[src/rtl/register_file_mp_pkg.sv]
// Shared constants and the write-first forwarding helper for register_file_mp.
// The optional hardwired zero register is enabled with REGFILE_ZERO_REG_EN.
package regfile_pkg;

  localparam int DEF_DW    = 32;
  localparam int DEF_DEPTH = 32;
  localparam int DEF_NRD   = 2;

  localparam int unsigned ZERO_ADDR = 0;

  // Helper operates on the widest supported operands; callers size-cast in and out.
  localparam int MAX_DW = 64;
  localparam int MAX_AW = 16;

  function automatic logic [MAX_DW-1:0] fwd_value(
    input logic [MAX_AW-1:0] ra,
    input logic              we0,
    input logic [MAX_AW-1:0] wa0,
    input logic [MAX_DW-1:0] wd0,
    input logic              we1,
    input logic [MAX_AW-1:0] wa1,
    input logic [MAX_DW-1:0] wd1,
    input logic [MAX_DW-1:0] stor
  );
    logic [MAX_DW-1:0] v;
    if (we1 && (wa1 == ra)) begin
      v = wd1;
    end else if (we0 && (wa0 == ra)) begin
      v = wd0;
    end else begin
      v = stor;
    end
    return v;
  endfunction

endpackage

[src/rtl/register_file_mp_if.sv]
// Bus bundle between decode/writeback and register_file_mp.
// Master drives addresses, writes and scoreboard sets; slave returns read data.
interface register_file_mp_if
  import regfile_pkg::*;
#(
  parameter int DW    = DEF_DW,
  parameter int DEPTH = DEF_DEPTH,
  parameter int NRD   = DEF_NRD
);
  localparam int AW = $clog2(DEPTH);

  logic [NRD*AW-1:0] ra;
  logic [NRD*DW-1:0] rd;
  logic [NRD-1:0]    rd_pend;
  logic              we0;
  logic [AW-1:0]     wa0;
  logic [DW-1:0]     wd0;
  logic              we1;
  logic [AW-1:0]     wa1;
  logic [DW-1:0]     wd1;
  logic              sb_set;
  logic [AW-1:0]     sb_addr;

  modport master (
    output ra, we0, wa0, wd0, we1, wa1, wd1, sb_set, sb_addr,
    input  rd, rd_pend
  );

  modport slave (
    input  ra, we0, wa0, wd0, we1, wa1, wd1, sb_set, sb_addr,
    output rd, rd_pend
  );
endinterface

[src/rtl/register_file_mp_read_port.sv]
// One registered read port: write-first forwarding of data and the
// post-edge pending bit of the addressed register.
module regfile_read_port
  import regfile_pkg::*;
#(
  parameter int DW = DEF_DW,
  parameter int AW = 5
) (
  input  logic          clk,
  input  logic          rst_n,
  input  logic [AW-1:0] ra_i,
  input  logic          we0_i,
  input  logic [AW-1:0] wa0_i,
  input  logic [DW-1:0] wd0_i,
  input  logic          we1_i,
  input  logic [AW-1:0] wa1_i,
  input  logic [DW-1:0] wd1_i,
  input  logic [DW-1:0] stor_i,
  input  logic          pend_i,
  output logic [DW-1:0] rd_o,
  output logic          rd_pend_o
);

  logic [DW-1:0] rd_d;
  logic [DW-1:0] rd_q;
  logic          rd_pend_q;

  // Forwarded read value for the address presented this cycle.
  always_comb begin
    rd_d = DW'(fwd_value(MAX_AW'(ra_i), we0_i, MAX_AW'(wa0_i), MAX_DW'(wd0_i),
                         we1_i, MAX_AW'(wa1_i), MAX_DW'(wd1_i), MAX_DW'(stor_i)));
  end

  // Output registers.
  always_ff @(posedge clk) begin
    if (!rst_n) begin
      rd_q      <= '0;
      rd_pend_q <= 1'b0;
    end else begin
      rd_q      <= rd_d;
      rd_pend_q <= pend_i;
    end
  end

  assign rd_o      = rd_q;
  assign rd_pend_o = rd_pend_q;

endmodule

[src/rtl/register_file_mp.sv]
// Two-write, NRD-read register file with pending scoreboard.
// Define REGFILE_ZERO_REG_EN to hardwire register 0 to zero.
module register_file_mp
  import regfile_pkg::*;
#(
  parameter int DW    = DEF_DW,
  parameter int DEPTH = DEF_DEPTH,
  parameter int NRD   = DEF_NRD
) (
  input  logic               clk,
  input  logic               rst_n,
  register_file_mp_if.slave  bus
);
  localparam int AW = $clog2(DEPTH);

  logic [DW-1:0]     mem_q [DEPTH];
  logic [DEPTH-1:0]  pend_q;
  logic [DEPTH-1:0]  pend_d;
  logic              we0_s;
  logic              we1_s;
  logic              sb_s;
  logic [NRD*DW-1:0] rd_s;
  logic [NRD-1:0]    rd_pend_s;

  // Gating here keeps register 0 untouched, so storage and forwarding both read zero.
`ifdef REGFILE_ZERO_REG_EN
  assign we0_s = bus.we0    && (bus.wa0     != AW'(ZERO_ADDR));
  assign we1_s = bus.we1    && (bus.wa1     != AW'(ZERO_ADDR));
  assign sb_s  = bus.sb_set && (bus.sb_addr != AW'(ZERO_ADDR));
`else
  assign we0_s = bus.we0;
  assign we1_s = bus.we1;
  assign sb_s  = bus.sb_set;
`endif

  // Scoreboard next state: writes clear, a same-cycle set wins.
  always_comb begin
    pend_d = pend_q;
    if (we0_s) begin
      pend_d[bus.wa0] = 1'b0;
    end else begin
      pend_d = pend_d;
    end
    if (we1_s) begin
      pend_d[bus.wa1] = 1'b0;
    end else begin
      pend_d = pend_d;
    end
    if (sb_s) begin
      pend_d[bus.sb_addr] = 1'b1;
    end else begin
      pend_d = pend_d;
    end
  end

  // Storage and scoreboard registers; port 1 is applied last so it wins collisions.
  always_ff @(posedge clk) begin
    if (!rst_n) begin
      for (int i = 0; i < DEPTH; i++) begin
        mem_q[i] <= '0;
      end
      pend_q <= '0;
    end else begin
      if (we0_s) begin
        mem_q[bus.wa0] <= bus.wd0;
      end
      if (we1_s) begin
        mem_q[bus.wa1] <= bus.wd1;
      end
      pend_q <= pend_d;
    end
  end

  for (genvar k = 0; k < NRD; k++) begin : g_rd
    logic [AW-1:0] ra_s;
    assign ra_s = bus.ra[k*AW +: AW];

    regfile_read_port #(.DW(DW), .AW(AW)) u_port (
      .clk       (clk),
      .rst_n     (rst_n),
      .ra_i      (ra_s),
      .we0_i     (we0_s),
      .wa0_i     (bus.wa0),
      .wd0_i     (bus.wd0),
      .we1_i     (we1_s),
      .wa1_i     (bus.wa1),
      .wd1_i     (bus.wd1),
      .stor_i    (mem_q[ra_s]),
      .pend_i    (pend_d[ra_s]),
      .rd_o      (rd_s[k*DW +: DW]),
      .rd_pend_o (rd_pend_s[k])
    );
  end

  assign bus.rd      = rd_s;
  assign bus.rd_pend = rd_pend_s;

endmodule

[src/flat_wrapper.sv]
// flat-port wrapper written by rule: the top's interface ports become plain ports
module register_file_mp_flat import regfile_pkg::*;
#(
  parameter int DW    = DEF_DW,
  parameter int DEPTH = DEF_DEPTH,
  parameter int NRD   = DEF_NRD
)
  (clk, rst_n, bus_ra, bus_we0, bus_wa0, bus_wd0, bus_we1, bus_wa1, bus_wd1, bus_sb_set, bus_sb_addr, bus_rd, bus_rd_pend);
  register_file_mp_if #(.DW(DW), .DEPTH(DEPTH), .NRD(NRD)) bus_i ();
  input  logic clk;
  input  logic rst_n;
  input wire logic [$bits(bus_i.ra)-1:0] bus_ra;
  input wire logic [$bits(bus_i.we0)-1:0] bus_we0;
  input wire logic [$bits(bus_i.wa0)-1:0] bus_wa0;
  input wire logic [$bits(bus_i.wd0)-1:0] bus_wd0;
  input wire logic [$bits(bus_i.we1)-1:0] bus_we1;
  input wire logic [$bits(bus_i.wa1)-1:0] bus_wa1;
  input wire logic [$bits(bus_i.wd1)-1:0] bus_wd1;
  input wire logic [$bits(bus_i.sb_set)-1:0] bus_sb_set;
  input wire logic [$bits(bus_i.sb_addr)-1:0] bus_sb_addr;
  output wire logic [$bits(bus_i.rd)-1:0] bus_rd;
  output wire logic [$bits(bus_i.rd_pend)-1:0] bus_rd_pend;
  assign bus_i.ra = bus_ra;
  assign bus_i.we0 = bus_we0;
  assign bus_i.wa0 = bus_wa0;
  assign bus_i.wd0 = bus_wd0;
  assign bus_i.we1 = bus_we1;
  assign bus_i.wa1 = bus_wa1;
  assign bus_i.wd1 = bus_wd1;
  assign bus_i.sb_set = bus_sb_set;
  assign bus_i.sb_addr = bus_sb_addr;
  assign bus_rd = bus_i.rd;
  assign bus_rd_pend = bus_i.rd_pend;
  register_file_mp #(.DW(DW), .DEPTH(DEPTH), .NRD(NRD)) u_core (.clk(clk), .rst_n(rst_n), .bus(bus_i));
endmodule
[config.mk]
export PLATFORM = sky130hd
export DESIGN_NAME = register_file_mp_flat
export DESIGN_NICKNAME = d
export VERILOG_FILES = /design/src/rtl/register_file_mp_pkg.sv /design/src/rtl/register_file_mp_if.sv /design/src/rtl/register_file_mp_read_port.sv /design/src/rtl/register_file_mp.sv /design/src/flat_wrapper.sv
export SDC_FILE = /design/constraint.sdc
export NUM_CORES = 2
export LEC_CHECK = 0
export BUFFER_PORTS_ARGS = -buffer_cell sky130_fd_sc_hd__buf_2
export CAP_MARGIN = 20
export CELL_PAD_IN_SITES_DETAIL_PLACEMENT = 1
export CELL_PAD_IN_SITES_GLOBAL_PLACEMENT = 2
export CORE_ASPECT_RATIO = 1.2
export CORE_MARGIN = 2
export CORE_UTILIZATION = 33
export DETAILED_ROUTE_END_ITERATION = 8
export PLACE_DENSITY_LB_ADDON = 0.1
export SYNTH_ARGS = -nofsm -noshare
export SYNTH_HDL_FRONTEND = slang
export SYNTH_SLANG_ARGS = --single-unit
[constraint.sdc]
create_clock -name clk -period 4.05 [get_ports clk]
set_clock_uncertainty 0.1 [all_clocks]
set_input_delay 1.0125 -clock clk [delete_from_list [all_inputs] [get_ports clk]]
set_output_delay 1.0125 -clock clk [all_outputs]
set_load 0.1 [all_outputs]
Word-level counts from Yosys, hierarchy flattened
Memories as Yosys holds them, arrays and structs flattened. A register that Yosys moved wholly into a read port is not among the register bits.
Index checks and enable logic that the tools add are counted.
{ "totals": {"reg_bits": 34, "ram_bits": 1024, "output_inout_bits": 66, "n_memories": 1} }
{ "classes": {"n_lt_le_gt_ge": 8, "mux": 26, "n_bitwise": 5, "reduce_logical": 7} }
{ "memory_table": {"columns": ["memory", "words", "width", "read_ports", "rd_clocked_by_memory_dff", "wr", "line_no", "source"], "rows": [
  ["u_core.mem_q", 32, 32, 2, 2, 32, "register_file_mp.sv:16", "logic [DW-1:0] mem_q [DEPTH];"]
]} }
{ "ops": {"columns": ["op", "n"], "rows": [
  ["32-bit 2-to-1 mux", 5],
  ["32-bit bitwise AND", 2],
  ["32-bit inverter", 2],
  ["32-bit OR reduction", 2],
  ["32-bit OR", 1],
  ["5-bit by 6-bit less-than comparator with 1-bit output, second input constant", 5],
  ["1-bit demux with 5-bit select", 3],
  ["5-bit by 1-bit greater-or-equal comparator with 1-bit output, second input constant", 3],
  ["1-bit 2-to-1 mux", 14],
  ["1-bit binary-select mux with 5-bit select", 2],
  ["5-bit 2-to-1 mux", 2],
  ["1-bit logical AND", 3],
  ["1-bit logical NOT", 2]
]} }

Longest topological paths before layout
{ "depth": {"word_depth": 13, "mapped_depth": 10, "mapped_depth_nobuf": 7} }

Hierarchy
Synthesis repeated with hierarchy kept, for this count alone.
{ "hier_totals": {"cells_unflattened": 4299, "area_unflattened_um2": 63930.1} }
{ "modules_own_cells": {"columns": ["module", "instances", "cells_per_inst", "area_per_inst_um2", "seq_area_each_um2"], "rows": [
  ["register_file_mp", 1, 3881, 60459.2, 31390.1],
  ["regfile_read_port", 2, 209, 1735.4, 660.6]
]} }

Worst setup path after synthesis
OpenSTA, ideal clock, no wires.
{ "synth_timing": {"path_type": "in2reg", "start": "input port rst_n", "end": "memory u_core.mem_q[13][0] (netlist bit), enable pin", "t_arrival_ps": 2592, "required_ps": 3389, "path_slack_ps": 797, "path_stages": 4, "path_buffers": 3, "cell_sequence": "clkbuf_1 -> clkbuf_1 -> clkbuf_1 -> nand3_1"} }
{ "synth_lines": {"columns": ["item", "line_no", "source"], "rows": [
  ["start: declaration", "flat_wrapper.sv:11", "input logic rst_n;"],
  ["end: declaration", "register_file_mp.sv:16", null]
]} }

==> reports/metrics.yaml <==
synth_edf_count: 1024
detail_route.wl_per_cell_um: 47.7
dr_total_vias: 47155
start_util: 0.331
finish.net_count: 4251
hold_violations: 0
gpl.final_weighted_congestion: 0.826
synthMuxAreaShare: 0.236
yosys_most_used_dff: "edfxtp_1"
critPathArrivalTime_ns: 3.82
worst_slew_pin_slew_ns: 1.22
status: "finished clean"
routed_via_density: 6.97
number_of_warning_messages_in_the_yosys_log: 0
synthXorXnorAreaFrac: 0.00277
cap_viol_max_count: 0
synth_compound_gate_area_share: 0.159
cell_count_after_synthesis: 4246
num-fill-cells: 18956
critPathCapture: "u_core.g_rd[1].u_port.rd_o[13]$_SDFF_PN0_"
grt_pass1_vias: 47990
cts.repair.resized: 0
chipWidth_um: 404
ys_async_sr_fraction: 0
clock_tree.buffer_depth: 3
critPathRequiredTime_ns: 4.69
grt_use_total: 0.326
drtPass1Iterations: 5
yosys.area.top_type: "edfxtp_1"
setup.reg_to_reg.worst_slack_ns: 1.55
buffer_ports.inserted: 159
totalNegativeSetupSlack_ns: 0
cts_hold_buf: 0
initial_antenna_violation_count: 22
critical_path_class: "in2reg"
setup_viol_count_final: 0
crit_path_start: "bus_ra[6]"
power_uw: 31600
design.die.area_um2: 195000
grt_max_degree: 60
seq_area_frac_synth: 0.517
timing.rr.start: "u_core.mem_q[12][12]$_DFFE_PP_"
synthesis.nets: 4340
final.hold.worst_slack_ns: 0.446
tritoncts.num_buffers: 137
crit_slowest_cell: "nor2_4"
clock_tree_from_tritoncts: "yes"
power.static_leakage_uw: 0.0251
timing.critical_path.to_type: "flip-flop"
drtIter0Drc: 6173
worst_path_max_fanout: 32
worstSetupStartpointType: "input port"
worst_setup_hold_path_clk_slew_ns: 0.06
unrepaired_setup_endpoints_after_global_routing: "false"
clkLatencyLatePin_ns: 0.81
ant_nets: 0
adder_and_majority_cell_fraction_of_the_synthesized_area: 0
layout.cells.most_common: "a22o_1"
layout.cells.most_common_list: "a22o_1, edfxtp_1, mux4_2"
slowest_delay_ns: 0.81
cts-root-buf: "clkbuf_16"
yosysUniqueCellTypes: 66
post_cts.repair.setup_buffers: 0
final_worst_path_period_need_ns: 3.18
r2r-end: "u_core.g_rd[0].u_port.rd_o[12]$_SDFF_PN0_"
fp.coreArea_um2: 191000
timing.hold.worst.class: "reg2reg"
achievable-frequency_mhz: 315
htreeDepth: 4
timing.max_slew.rel_slack: 0.182
detail_route.wirelength_um: 322000
post_synth_instance_area_um2: 63200
grt_pass1_wl_um: 430000
main_combinational_cell_family_by_area_after_synthesis: "multiplexers"
synth_simple_gate_area_share: 0.0413
cts.sink_count: 1122
vdd_drop_max_uv: 459
ioPinCount: 160
synthDominantCellAreaShare: 0.486
worstPathCellList: "buf_8 -> buf_12 -> xnor2_1 -> nand4_1 -> nor3_2 -> nor2_4 -> buf_4 -> o211ai_1 -> nand2_1"
post_synthesis_mean_instance_area_um2: 14.9
min_period_over_period: 0.785
layout-drive-gt1-share: 0.331
globalRoute.totalOverflow: 0
route.detailed.drc: 0
timing_max_transition_violations_final: 0
synth_seq_cells: 1122
dp.final_hpwl_um: 178000
power_density_nw_per_um2: 428
syn_to_final_growth_pct: 16.6
die_height_um: 484
fp-row-count: 176
worst_r2r_path_depth: 7
ys_top_cells_by_area: "edfxtp_1, mux4_2, a22o_1, dfxtp_1, clkbuf_1"
-- sequential cells by signal (all words and copies together), names as in the netlist --
register,cells
u_core.g_rd.u_port.rd_o,64
u_core.g_rd.u_port.rd_pend_o,2
u_core.mem_q,1024
u_core.pend_q,32
-- how the worst min path moves through the flow --
stage | startpoint | cells after the start | slack [ns] | end
after floorplan | u_core.pend_q[3]$_SDFF_PN0_ | 2 | 0.38 | u_core.pend_q[3]$_SDFF_PN0_
after global placement | u_core.pend_q[18]$_SDFF_PN0_ | 2 | 0.42 | u_core.pend_q[18]$_SDFF_PN0_
after detailed placement | u_core.pend_q[16]$_SDFF_PN0_ | 2 | 0.43 | u_core.pend_q[16]$_SDFF_PN0_
after CTS | u_core.pend_q[16]$_SDFF_PN0_ | 2 | 0.44 | u_core.pend_q[16]$_SDFF_PN0_
after global routing | u_core.pend_q[3]$_SDFF_PN0_ | 2 | 0.46 | u_core.pend_q[3]$_SDFF_PN0_
final | u_core.pend_q[16]$_SDFF_PN0_ | 2 | 0.45 | u_core.pend_q[16]$_SDFF_PN0_
-- synth_stat cells, types with 3 or more instances --
cell type  instances
nor2_1            81
and3_1             7
nor3_1             6
mux4_2           645
or2_2              3
mux2i_1           39
o211ai_1          66
a32oi_1            5
buf_6              5
xor2_1            10
a221oi_1           3
and4b_1            5
a311oi_1           4
o22a_1             3
a32o_1            21
inv_1              8
buf_1             77
xnor2_1           10
buf_4              8
and4bb_2           4
o21ai_0            8
nand3_1           74
a22o_1          1025
nand4_1            4
buf_2             71
edfxtp_1        1024
nand2_1          318
dfxtp_1           98
nor4_1             3
o2111ai_1          3
nor3b_1            8
clkbuf_1         513
and3b_1            4
nand2b_1           5
a221o_1            4
nor2b_1            5
and2_1            26
a21oi_1            7
-- layout make-up --
cell class	instances	area (um2)	share of cell area
clock buffers	180	3820	0.0518
well taps	2492	3120	0.0423
inverters	10	42.5	0.000577
multi-input cells	2440	28700	0.389
diodes	2	5.00	0.0000679
repair buffers	446	4650	0.0630
flip-flops and latches	1122	32700	0.443
clock inverters	73	739	0.0100
-- worst max-delay path: cells and delay by family --
| kind | cells | cell delay [ns] |
|---|---|---|
| AND/OR/NAND/NOR | 4 | 1.26 |
| buffers and inverters | 3 | 1.13 |
| AO/OA/AOI/OAI | 1 | 0.24 |
| XOR/XNOR | 1 | 0.08 |
-- layer usage --
metal,GRT usage,share of wire,vias up
li1,-,-,17609
met1,0.437,0.40,25914
met2,0.501,0.45,2949
met3,0.0729,0.096,669
met4,0.153,0.052,14
met5,0,0.00025,-
-- per-stage QoR --
| step | setup slack (ns) | util | instance area (um2) | cells |
|---|---|---|---|---|
| after CTS | 0.980 | 0.386 | 73800 | 6763 |
| after detailed placement | 0.142 | 0.362 | 69200 | 6510 |
| after floorplan | 0.797 | - | 63200 | 4246 |
| after global routing | 0.894 | 0.386 | 73800 | 6764 |
| final | 0.871 | 0.386 | 73800 | 6765 |
| after global placement | 0.0992 | 0.362 | 69200 | 6510 |
-- cells by family (layout without fill, tap and decap cells) --
group | Yosys count | count (layout)
xor+xnor | 20 | 20
buf+inv | 684 | 709
other cells | 0 | 2
simple gates | 571 | 571
mux | 686 | 686
compound gates | 1163 | 1163
flops | 1122 | 1122
-- power by group --
| group | total (uW) | internal, uW | switching, uW | leakage, uW |
|---|---|---|---|---|
| sequential | 13800 | 13400 | 377 | 0.0106 |
| clock | 12900 | 7480 | 5440 | 0.00222 |
| combinational | 4890 | 1790 | 3100 | 0.0123 |
| total | 31600 | 22700 | 8920 | 0.0251 |
No activity file was read; power rests on OpenSTA's default activity.
